### src/rtl/pi_seq_if.sv
// pi_seq_if: bundles the A2D conversion handshake and the ALU operand/control
// bus between the PI sequencer (master) and the alu/A2D side (slave).
interface pi_seq_if;
   // A2D handshake
   logic        strt_cnv;
   logic        cnv_cmplt;
   logic [11:0] a2d_in;

   // ALU result fed back to the sequencer
   logic [15:0] dst;

   // Registered ALU operands
   logic [15:0] Accum;
   logic [15:0] Pcomp;
   logic [11:0] Icomp;
   logic [13:0] Pterm;
   logic [11:0] Iterm;
   logic [11:0] Fwd;
   logic [11:0] A2D_res;
   logic [11:0] Error;
   logic [11:0] Intgrl;

   // ALU source selects and function flags
   logic [2:0]  src0sel;
   logic [2:0]  src1sel;
   logic        multiply;
   logic        sub;
   logic        mult2;
   logic        mult4;
   logic        saturate;

   modport master (
      input  cnv_cmplt, a2d_in, dst,
      output strt_cnv, Accum, Pcomp, Icomp, Pterm, Iterm, Fwd, A2D_res, Error,
             Intgrl, src0sel, src1sel, multiply, sub, mult2, mult4, saturate
   );

   modport slave (
      output cnv_cmplt, a2d_in, dst,
      input  strt_cnv, Accum, Pcomp, Icomp, Pterm, Iterm, Fwd, A2D_res, Error,
             Intgrl, src0sel, src1sel, multiply, sub, mult2, mult4, saturate
   );
endinterface

### src/rtl/pi_seq.sv
// pi_seq: control sequencer for the PI motor loop. Each iteration runs one A2D
// conversion and six single-cycle ALU steps, then updates mtr_cmd.
// Optional feature macro: ANTI_WINDUP_EN (integrator write suppressed while the
// last motor command sat on a 12-bit rail).
module pi_seq (
   input  logic        clk,
   input  logic        rst,
   input  logic        start,
   input  logic [11:0] setpoint,
   input  logic [13:0] pterm_in,
   input  logic [11:0] iterm_in,
   input  logic [11:0] fwd_in,
   output logic        busy,
   output logic        done,
   output logic [11:0] mtr_cmd,
   pi_seq_if.master    bus
);

   typedef enum logic [3:0] {
      IDLE, CNV_REQ, CNV_WAIT, ERR, INTG, ICOMP, PCOMP, ACC1, ACC2, DONE
   } state_t;

   state_t     state, state_nxt;
   logic [1:0] dec_cnt;
   logic       intg_wr;

`ifdef ANTI_WINDUP_EN
   logic sat_flag;

   // Remember whether the last motor command landed on a rail.
   always_ff @(posedge clk) begin
      if (rst)
         sat_flag <= 1'b0;
      else if (state == ACC2)
         sat_flag <= (bus.dst[11:0] == 12'h7FF) || (bus.dst[11:0] == 12'h800);
   end

   assign intg_wr = (dec_cnt == 2'd3) && !sat_flag;
`else
   assign intg_wr = (dec_cnt == 2'd3);
`endif

   // State register.
   always_ff @(posedge clk) begin
      // NOTE: sequential state uses non-blocking assignments so every register
      // samples pre-edge values regardless of block ordering.
      if (rst) state <= IDLE;
      else     state <= state_nxt;
   end

   // Next state and per-state ALU controls.
   always_comb begin
      // NOTE: every output gets a default first, so no path leaves a latch.
      state_nxt    = state;
      bus.strt_cnv = 1'b0;
      bus.src0sel  = 3'b000;
      bus.src1sel  = 3'b000;
      bus.multiply = 1'b0;
      bus.sub      = 1'b0;
      bus.mult2    = 1'b0;
      bus.saturate = 1'b0;
      done         = 1'b0;
      case (state)
         IDLE:     if (start) state_nxt = CNV_REQ;
         CNV_REQ:  begin
            bus.strt_cnv = 1'b1;
            state_nxt    = CNV_WAIT;
         end
         CNV_WAIT: if (bus.cnv_cmplt) state_nxt = ERR;
         ERR:      begin
            bus.sub      = 1'b1;
            bus.saturate = 1'b1;
            state_nxt    = INTG;
         end
         INTG:     begin
            bus.src0sel  = 3'b001;
            bus.src1sel  = 3'b011;
            bus.saturate = 1'b1;
            state_nxt    = ICOMP;
         end
         ICOMP:    begin
            bus.src0sel  = 3'b001;
            bus.src1sel  = 3'b001;
            bus.multiply = 1'b1;
            state_nxt    = PCOMP;
         end
         PCOMP:    begin
            bus.src0sel  = 3'b100;
            bus.src1sel  = 3'b010;
            bus.multiply = 1'b1;
            state_nxt    = ACC1;
         end
         ACC1:     begin
            bus.src0sel  = 3'b011;
            bus.src1sel  = 3'b100;
            bus.saturate = 1'b1;
            state_nxt    = ACC2;
         end
         ACC2:     begin
            bus.src0sel  = 3'b010;
            bus.mult2    = 1'b1;
            bus.saturate = 1'b1;
            state_nxt    = DONE;
         end
         DONE:     begin
            done      = 1'b1;
            state_nxt = IDLE;
         end
         default:  state_nxt = IDLE;
      endcase
   end

   assign busy      = (state != IDLE);
   assign bus.mult4 = 1'b0;

   // Operand registers, motor command and decimation counter.
   always_ff @(posedge clk) begin
      // NOTE: the operand file is a handful of flops, not a RAM, so all of it
      // is reset and the first iteration starts from known zeros.
      if (rst) begin
         bus.Accum   <= '0;
         bus.Pcomp   <= '0;
         bus.Icomp   <= '0;
         bus.Pterm   <= '0;
         bus.Iterm   <= '0;
         bus.Fwd     <= '0;
         bus.A2D_res <= '0;
         bus.Error   <= '0;
         bus.Intgrl  <= '0;
         mtr_cmd     <= '0;
         dec_cnt     <= '0;
      end else begin
         case (state)
            IDLE: if (start) begin
               bus.Accum <= {4'h0, setpoint};
               bus.Pterm <= pterm_in;
               bus.Iterm <= iterm_in;
               bus.Fwd   <= fwd_in;
            end
            CNV_WAIT: if (bus.cnv_cmplt) bus.A2D_res <= bus.a2d_in;
            ERR:      bus.Error <= bus.dst[11:0];
            INTG:     if (intg_wr) bus.Intgrl <= bus.dst[11:0];
            ICOMP:    bus.Icomp <= bus.dst[11:0];
            PCOMP:    bus.Pcomp <= bus.dst;
            ACC1:     bus.Accum <= bus.dst;
            ACC2:     begin
               bus.Accum <= bus.dst;
               mtr_cmd   <= bus.dst[11:0];
               dec_cnt   <= dec_cnt + 2'd1;
            end
            default:  ;
         endcase
      end
   end

endmodule

### src/flat_wrapper.sv
// flat-port wrapper written by rule: the top's interface ports become plain ports
module pi_seq_flat 
  (clk, rst, start, setpoint, pterm_in, iterm_in, fwd_in, busy, done, mtr_cmd, bus_cnv_cmplt, bus_a2d_in, bus_dst, bus_strt_cnv, bus_Accum, bus_Pcomp, bus_Icomp, bus_Pterm, bus_Iterm, bus_Fwd, bus_A2D_res, bus_Error, bus_Intgrl, bus_src0sel, bus_src1sel, bus_multiply, bus_sub, bus_mult2, bus_mult4, bus_saturate);
  pi_seq_if bus_i ();
  input  logic clk;
  input  logic rst;
  input  logic start;
  input  logic [11:0] setpoint;
  input  logic [13:0] pterm_in;
  input  logic [11:0] iterm_in;
  input  logic [11:0] fwd_in;
  output logic busy;
  output logic done;
  output logic [11:0] mtr_cmd;
  input wire logic [$bits(bus_i.cnv_cmplt)-1:0] bus_cnv_cmplt;
  input wire logic [$bits(bus_i.a2d_in)-1:0] bus_a2d_in;
  input wire logic [$bits(bus_i.dst)-1:0] bus_dst;
  output wire logic [$bits(bus_i.strt_cnv)-1:0] bus_strt_cnv;
  output wire logic [$bits(bus_i.Accum)-1:0] bus_Accum;
  output wire logic [$bits(bus_i.Pcomp)-1:0] bus_Pcomp;
  output wire logic [$bits(bus_i.Icomp)-1:0] bus_Icomp;
  output wire logic [$bits(bus_i.Pterm)-1:0] bus_Pterm;
  output wire logic [$bits(bus_i.Iterm)-1:0] bus_Iterm;
  output wire logic [$bits(bus_i.Fwd)-1:0] bus_Fwd;
  output wire logic [$bits(bus_i.A2D_res)-1:0] bus_A2D_res;
  output wire logic [$bits(bus_i.Error)-1:0] bus_Error;
  output wire logic [$bits(bus_i.Intgrl)-1:0] bus_Intgrl;
  output wire logic [$bits(bus_i.src0sel)-1:0] bus_src0sel;
  output wire logic [$bits(bus_i.src1sel)-1:0] bus_src1sel;
  output wire logic [$bits(bus_i.multiply)-1:0] bus_multiply;
  output wire logic [$bits(bus_i.sub)-1:0] bus_sub;
  output wire logic [$bits(bus_i.mult2)-1:0] bus_mult2;
  output wire logic [$bits(bus_i.mult4)-1:0] bus_mult4;
  output wire logic [$bits(bus_i.saturate)-1:0] bus_saturate;
  assign bus_i.cnv_cmplt = bus_cnv_cmplt;
  assign bus_i.a2d_in = bus_a2d_in;
  assign bus_i.dst = bus_dst;
  assign bus_strt_cnv = bus_i.strt_cnv;
  assign bus_Accum = bus_i.Accum;
  assign bus_Pcomp = bus_i.Pcomp;
  assign bus_Icomp = bus_i.Icomp;
  assign bus_Pterm = bus_i.Pterm;
  assign bus_Iterm = bus_i.Iterm;
  assign bus_Fwd = bus_i.Fwd;
  assign bus_A2D_res = bus_i.A2D_res;
  assign bus_Error = bus_i.Error;
  assign bus_Intgrl = bus_i.Intgrl;
  assign bus_src0sel = bus_i.src0sel;
  assign bus_src1sel = bus_i.src1sel;
  assign bus_multiply = bus_i.multiply;
  assign bus_sub = bus_i.sub;
  assign bus_mult2 = bus_i.mult2;
  assign bus_mult4 = bus_i.mult4;
  assign bus_saturate = bus_i.saturate;
  pi_seq u_core (.clk(clk), .rst(rst), .start(start), .setpoint(setpoint), .pterm_in(pterm_in), .iterm_in(iterm_in), .fwd_in(fwd_in), .busy(busy), .done(done), .mtr_cmd(mtr_cmd), .bus(bus_i));
endmodule
### config.mk
export PLATFORM = sky130hd
export DESIGN_NAME = pi_seq_flat
export DESIGN_NICKNAME = d
export VERILOG_FILES = /design/src/rtl/pi_seq_if.sv /design/src/rtl/pi_seq.sv /design/src/flat_wrapper.sv
export SDC_FILE = /design/constraint.sdc
export NUM_CORES = 1
export LEC_CHECK = 0
export ABC_AREA = 1
export ABC_CLOCK_PERIOD_IN_PS = 1800
export BUFFER_PORTS_ARGS = -buffer_cell sky130_fd_sc_hd__buf_2
export CORE_MARGIN = 1
export CORE_UTILIZATION = 47
export CTS_CLUSTER_SIZE = 25
export DETAILED_ROUTE_END_ITERATION = 7
export HOLD_SLACK_MARGIN = 0.08
export PLACE_DENSITY_LB_ADDON = 0.05
export SLEW_MARGIN = 20
export SYNTH_ARGS = -nofsm -noshare
export SYNTH_HDL_FRONTEND = slang
export SYNTH_SLANG_ARGS = --single-unit
### constraint.sdc
create_clock -name clk -period 1.8 [get_ports clk]
set_input_delay 0 -clock clk [delete_from_list [all_inputs] [get_ports clk]]
set_output_delay 0 -clock clk [all_outputs]
set_load 0.01 [all_outputs]
### After elaboration in Yosys (flattened, before gate mapping)

Index checks and enable logic that the tools add are counted.

* input bits: 82
* output and inout bits: 144
* flip-flop bits (word level): 136

* reductions and logical operators: 12
* equal/unequal tests: 12
* add/subtract/negate cells: 1
* mux-type cells: 13

Operators with widths (number)
* $pmux W4 S9: 1
* $pmux W16 S2: 1
* $pmux W3 S4: 2
* $eq A4 B3 Y1 const B: 4
* $mux W16: 1
* $reduce_and A2 Y1: 5
* $eq A4 B2 Y1 const B: 2
* $eq A4 B4 Y1 const B: 2
* $mux W4: 2
* $mux W1: 6
* $reduce_or A2 Y1: 3
* $eq A4 B1 Y1 const B: 1
* $logic_not A4 Y1: 1
* $ne A2 B2 Y1 const B: 2
* $reduce_bool A4 Y1: 1
* $reduce_or A4 Y1: 1
* $add A2 B1 Y2 const B: 1
* $eq A2 B2 Y1 const B: 1
* $reduce_bool A2 Y1: 1

### Logic depth before layout (Yosys ltp)

* depth after elaboration: 4
* gate-level depth with buffers: 9
* gate-level depth less buffers: 8

### Worst setup path after synthesis

Ideal clock, no wire load.

* path kind: flip-flop to flip-flop
* start point: register u_core.state[0]
* end point: register u_core.bus.Intgrl[10] in the netlist's numbering
* data required time: 1.668 ns
* stages on the path, launching flop included: 8
* data arrival time: 1.184 ns
* path buffers: 1
* setup slack: 0.484 ns
* path through: dfxtp_1 nor2_4 inv_1 nor2_2 nand2_1 clkbuf_1 nand2_1 a21oi_1

* longest elaborated chain between the ends: 2

Ends and longest elaborated chain
* from (decl): line pi_seq.sv:23 `state_t state, state_nxt;`
* from (signal assigned): line pi_seq.sv:48 `else state <= state_nxt;`
* $eq A4 B3 Y1: line pi_seq.sv:133 `case (state)`
* $reduce_and A2 Y1 (no source line)
* to (signal assigned): line pi_seq.sv:142 `INTG: if (intg_wr) bus.Intgrl <= bus.dst[11:0];`
* to (decl): line pi_seq_if.sv:35 `Intgrl, src0sel, src1sel, multiply, sub, mult2, mult4, saturate`

No other way between the ends.
A chain may end at the register's enable or synchronous reset.

### Worst setup path in the final report

* start point: register u_core.state[2]
* end point: output port bus_saturate

* longest elaborated chain between the ends: 3
* elaborated cells between the ends (all ways): 6
* those cells by class: eq/ne: 4; mux: 1; reduce/logical: 1

Ends and longest elaborated chain
* $eq A4 B3 Y1 (tied with other cells): line pi_seq.sv:63 `case (state)`
* $reduce_or A4 Y1 (no source line) *
* $mux W1 *: line pi_seq.sv:63
* to (decl): line flat_wrapper.sv:34 `output wire logic [$bits(bus_i.saturate)-1:0] bus_saturate;`

Every way passes the cells marked *; elsewhere a longest branch is shown, timed or not.

==> run metrics <==
Syn Area/Cell=7.59 sq um; antenna viol nets, final=0; Critical Path End Type=output pin; crit-path leading delay family=buffers and inverters; clk buf depth=2; share of cells above drive strength 1=30.1%; CTS Buf Count=17; TNS Setup=0 ns; Util after Layout=74.1%; CP arrival=1.73 ns; Hold Crit Class=primary input to register; Slew Limit Fails=0; post-synth cell types=27; Slew headroom=53.4%; vias per inst=4.92; Worst Skew=0.00899 ns; Worst-path clk slew=0.06 ns; Synth Register Bits=136; vias in the first global route=5176; startpoint type of the worst setup path=register; Max FO, Critical Path=13; Worst-Margin Slew=0.699 ns; IO Pins=226; clock root buffer=clkbuf_8; Worst-Skew Late Latency=0.51 ns; CTS tree=built; Final period util=96.1%; RSZ-0062 raised after global routing=true; critical path class=register to output pin; I/O Buffers=224; maximum vdd ir drop=0.000630 V; pin count of the biggest net entering global routing=69; max_cap viols=0; Final setup violation count=0; Clock Sinks=136; pre-CTS setup slack=0.177 ns; vias=5440; Critical Path Max Stage Delay=0.38 ns; total grt overflow=0; Synth Instances=659; fin nets=1041; CP cell instances=inv_2, nor2_4, inv_2, nor2_2, buf_6, nor2_1, nand2_1, buf_2; number of DRC markers in iteration 0=412; Die H=105 um; Leakage=3.70 nW; DRC Markers=0; HPWL Detailed=10300 um; final worst-path setup slack=0.0702 ns; router iterations before antenna repair=5; minimum clock period=1.73 ns; Crit. path cell count=8; status=finished clean; yosys warns=0; R2R depth=7; initial antenna violation count=0; Layout area overhead=53.0%; Finished Cell Area=0.00765 sq mm; core box area=0.0103 sq mm; ant diodes=0; Overall Global Routing Usage=29.7%; Initial Util=48.4%; Worst Hold Depth=5; buffers plus inverters on the worst setup path=4; Max Freq=578 MHz; total chip power=8.11 mW; register area share after synthesis=54.5%; H-tree depth=4; Most common cell on crit path=inv_2; Filler cells=796; final hold violations=0; first-pass GRT wire length=25700 um; die width=105 um; # rows=37; Syn Std Cell Area=0.00500 sq mm; Req. time, crit path=1.80 ns; placed cell areas=0.00619 sq mm; PwrDens=1060 mW/mm^2; DIE AREA=0.0111 sq mm; Placer Congestion=0.819; Wirelength per Cell=14.6 um; slowest stage cell, crit path=dfxtp_2; final WL=16100 um; Post-Syn Nets=742
flip-flops by register name, indices dropped and copies added (netlist names):
register	count
u_core.state	4
u_core.bus.A2D_res	12
u_core.dec_cnt	2
u_core.bus.Pterm	14
u_core.mtr_cmd	12
u_core.bus.Intgrl	12
u_core.bus.Pcomp	16
u_core.bus.Error	12
u_core.bus.Fwd	12
u_core.bus.Accum	16
u_core.bus.Icomp	12
u_core.bus.Iterm	12
area by class of cell:
type                    count  area (sq um)  share of cell area [%]
clock inverters             8           121                    1.59
flip-flops and latches    136          2730                    35.7
inverters                  39           153                    2.00
clock buffers              22           463                    6.05
repair buffers            320          2050                    26.7
multi-input cells         444          1970                    25.7
well taps                 136           170                    2.22
power by group:
part / switching (mW) / total (mW) / internal [mW]
Clock: 1.23 / 3.43 / 2.20
Sequential: 0.121 / 3.35 / 3.23
Combinational: 0.778 / 1.33 / 0.550
Total: 2.13 / 8.11 / 5.98
placed cells by master (no fill, tap or decap), drive strengths merged:
master       count
a31oi            1
conb             1
nor2           123
o21ai           65
bufinv           3
nand2          152
ha               1
o22ai            1
clkinv           5
clkbuf          22
buf            240
dfxtp          136
dlygate4sd3     80
nor3             2
a21oi           76
nand4            3
clkinvlp         2
inv             37
xor2             1
nor4             1
nand3           17
tightest hold or removal path, delay by kind of cell:
family / cells / cell delay (ns)
buffers and inverters: 4 / 0.43
AND/OR/NAND/NOR: 1 / 0.13
stage by stage:
stage	hold slack, ns	instances
final	0.105	1105
after global routing	0.141	1105
after CTS	0.0986	1102
after detailed placement	0.257	990
after global placement	0.249	990
after floorplan	0.135	659
final timing paths:
path                                             from  slack [ns]                    end
worst max-delay path                  u_core.state[2]        0.07           bus_saturate
worst min-delay path                              rst        0.11    u_core.bus.Accum[6]
worst max register to register        u_core.state[0]        0.24   u_core.bus.Pterm[13]
worst min register to register  u_core.bus.A2D_res[3]        0.44  u_core.bus.A2D_res[3]
routing by layer:
layer | vias up | share of wire (%) | track usage (%)
li1 | 2694 | - | -
met1 | 2476 | 41 | 35.5
met2 | 237 | 50 | 50.6
met3 | 33 | 7.4 | 7.92
met4 | 0 | 2.2 | 11.8
met5 | - | 0 | 0
cells by family (layout without fill, tap and decap cells):
logic type      Yosys count  after routing  synth area share (%)
flops                   136            136                  54.5
xor+xnor                  1              1                 0.175
other cells               1              1                0.0750
compound gates          143            143                  14.4
buf+inv                  79            389                  6.63
simple gates            298            298                  24.0
fa+ha+maj                 1              1                 0.250
cell usage after synthesis:
cell / count / share of area [%]
nand2_1: 149 / 11
dfxtp_1: 136 / 54
nor2_1: 116 / 8.7
a21oi_1: 76 / 7.6
o21ai_0: 63 / 6.3
inv_1: 33 / 2.5
clkbuf_1: 25 / 1.9
nand3_1: 16 / 1.6
buf_2: 10 / 1.0
inv_2: 5 / 0.38
nor2_2: 5 / 0.63
buf_4: 4 / 0.60
nand4_1: 3 / 0.38
nand2_4: 2 / 0.45
nor2_4: 2 / 0.45
nor3_1: 2 / 0.20
o21ai_1: 2 / 0.20
a31oi_1: 1 / 0.13
buf_6: 1 / 0.23
clkinv_1: 1 / 0.075
conb_1: 1 / 0.075
ha_1: 1 / 0.25
nand2_2: 1 / 0.13
nand3_2: 1 / 0.20
nor4_1: 1 / 0.13
o22ai_1: 1 / 0.13
xor2_1: 1 / 0.18
repair_timing:
item	CTS	global route
hold buffers	80	0
gates resized for setup	9	4
hold endpoints to repair	131	0
endpoints found under the setup margin	5	3
buffers inserted	2	3
pin swaps	1	2
(Power assumes the default switching activity.)
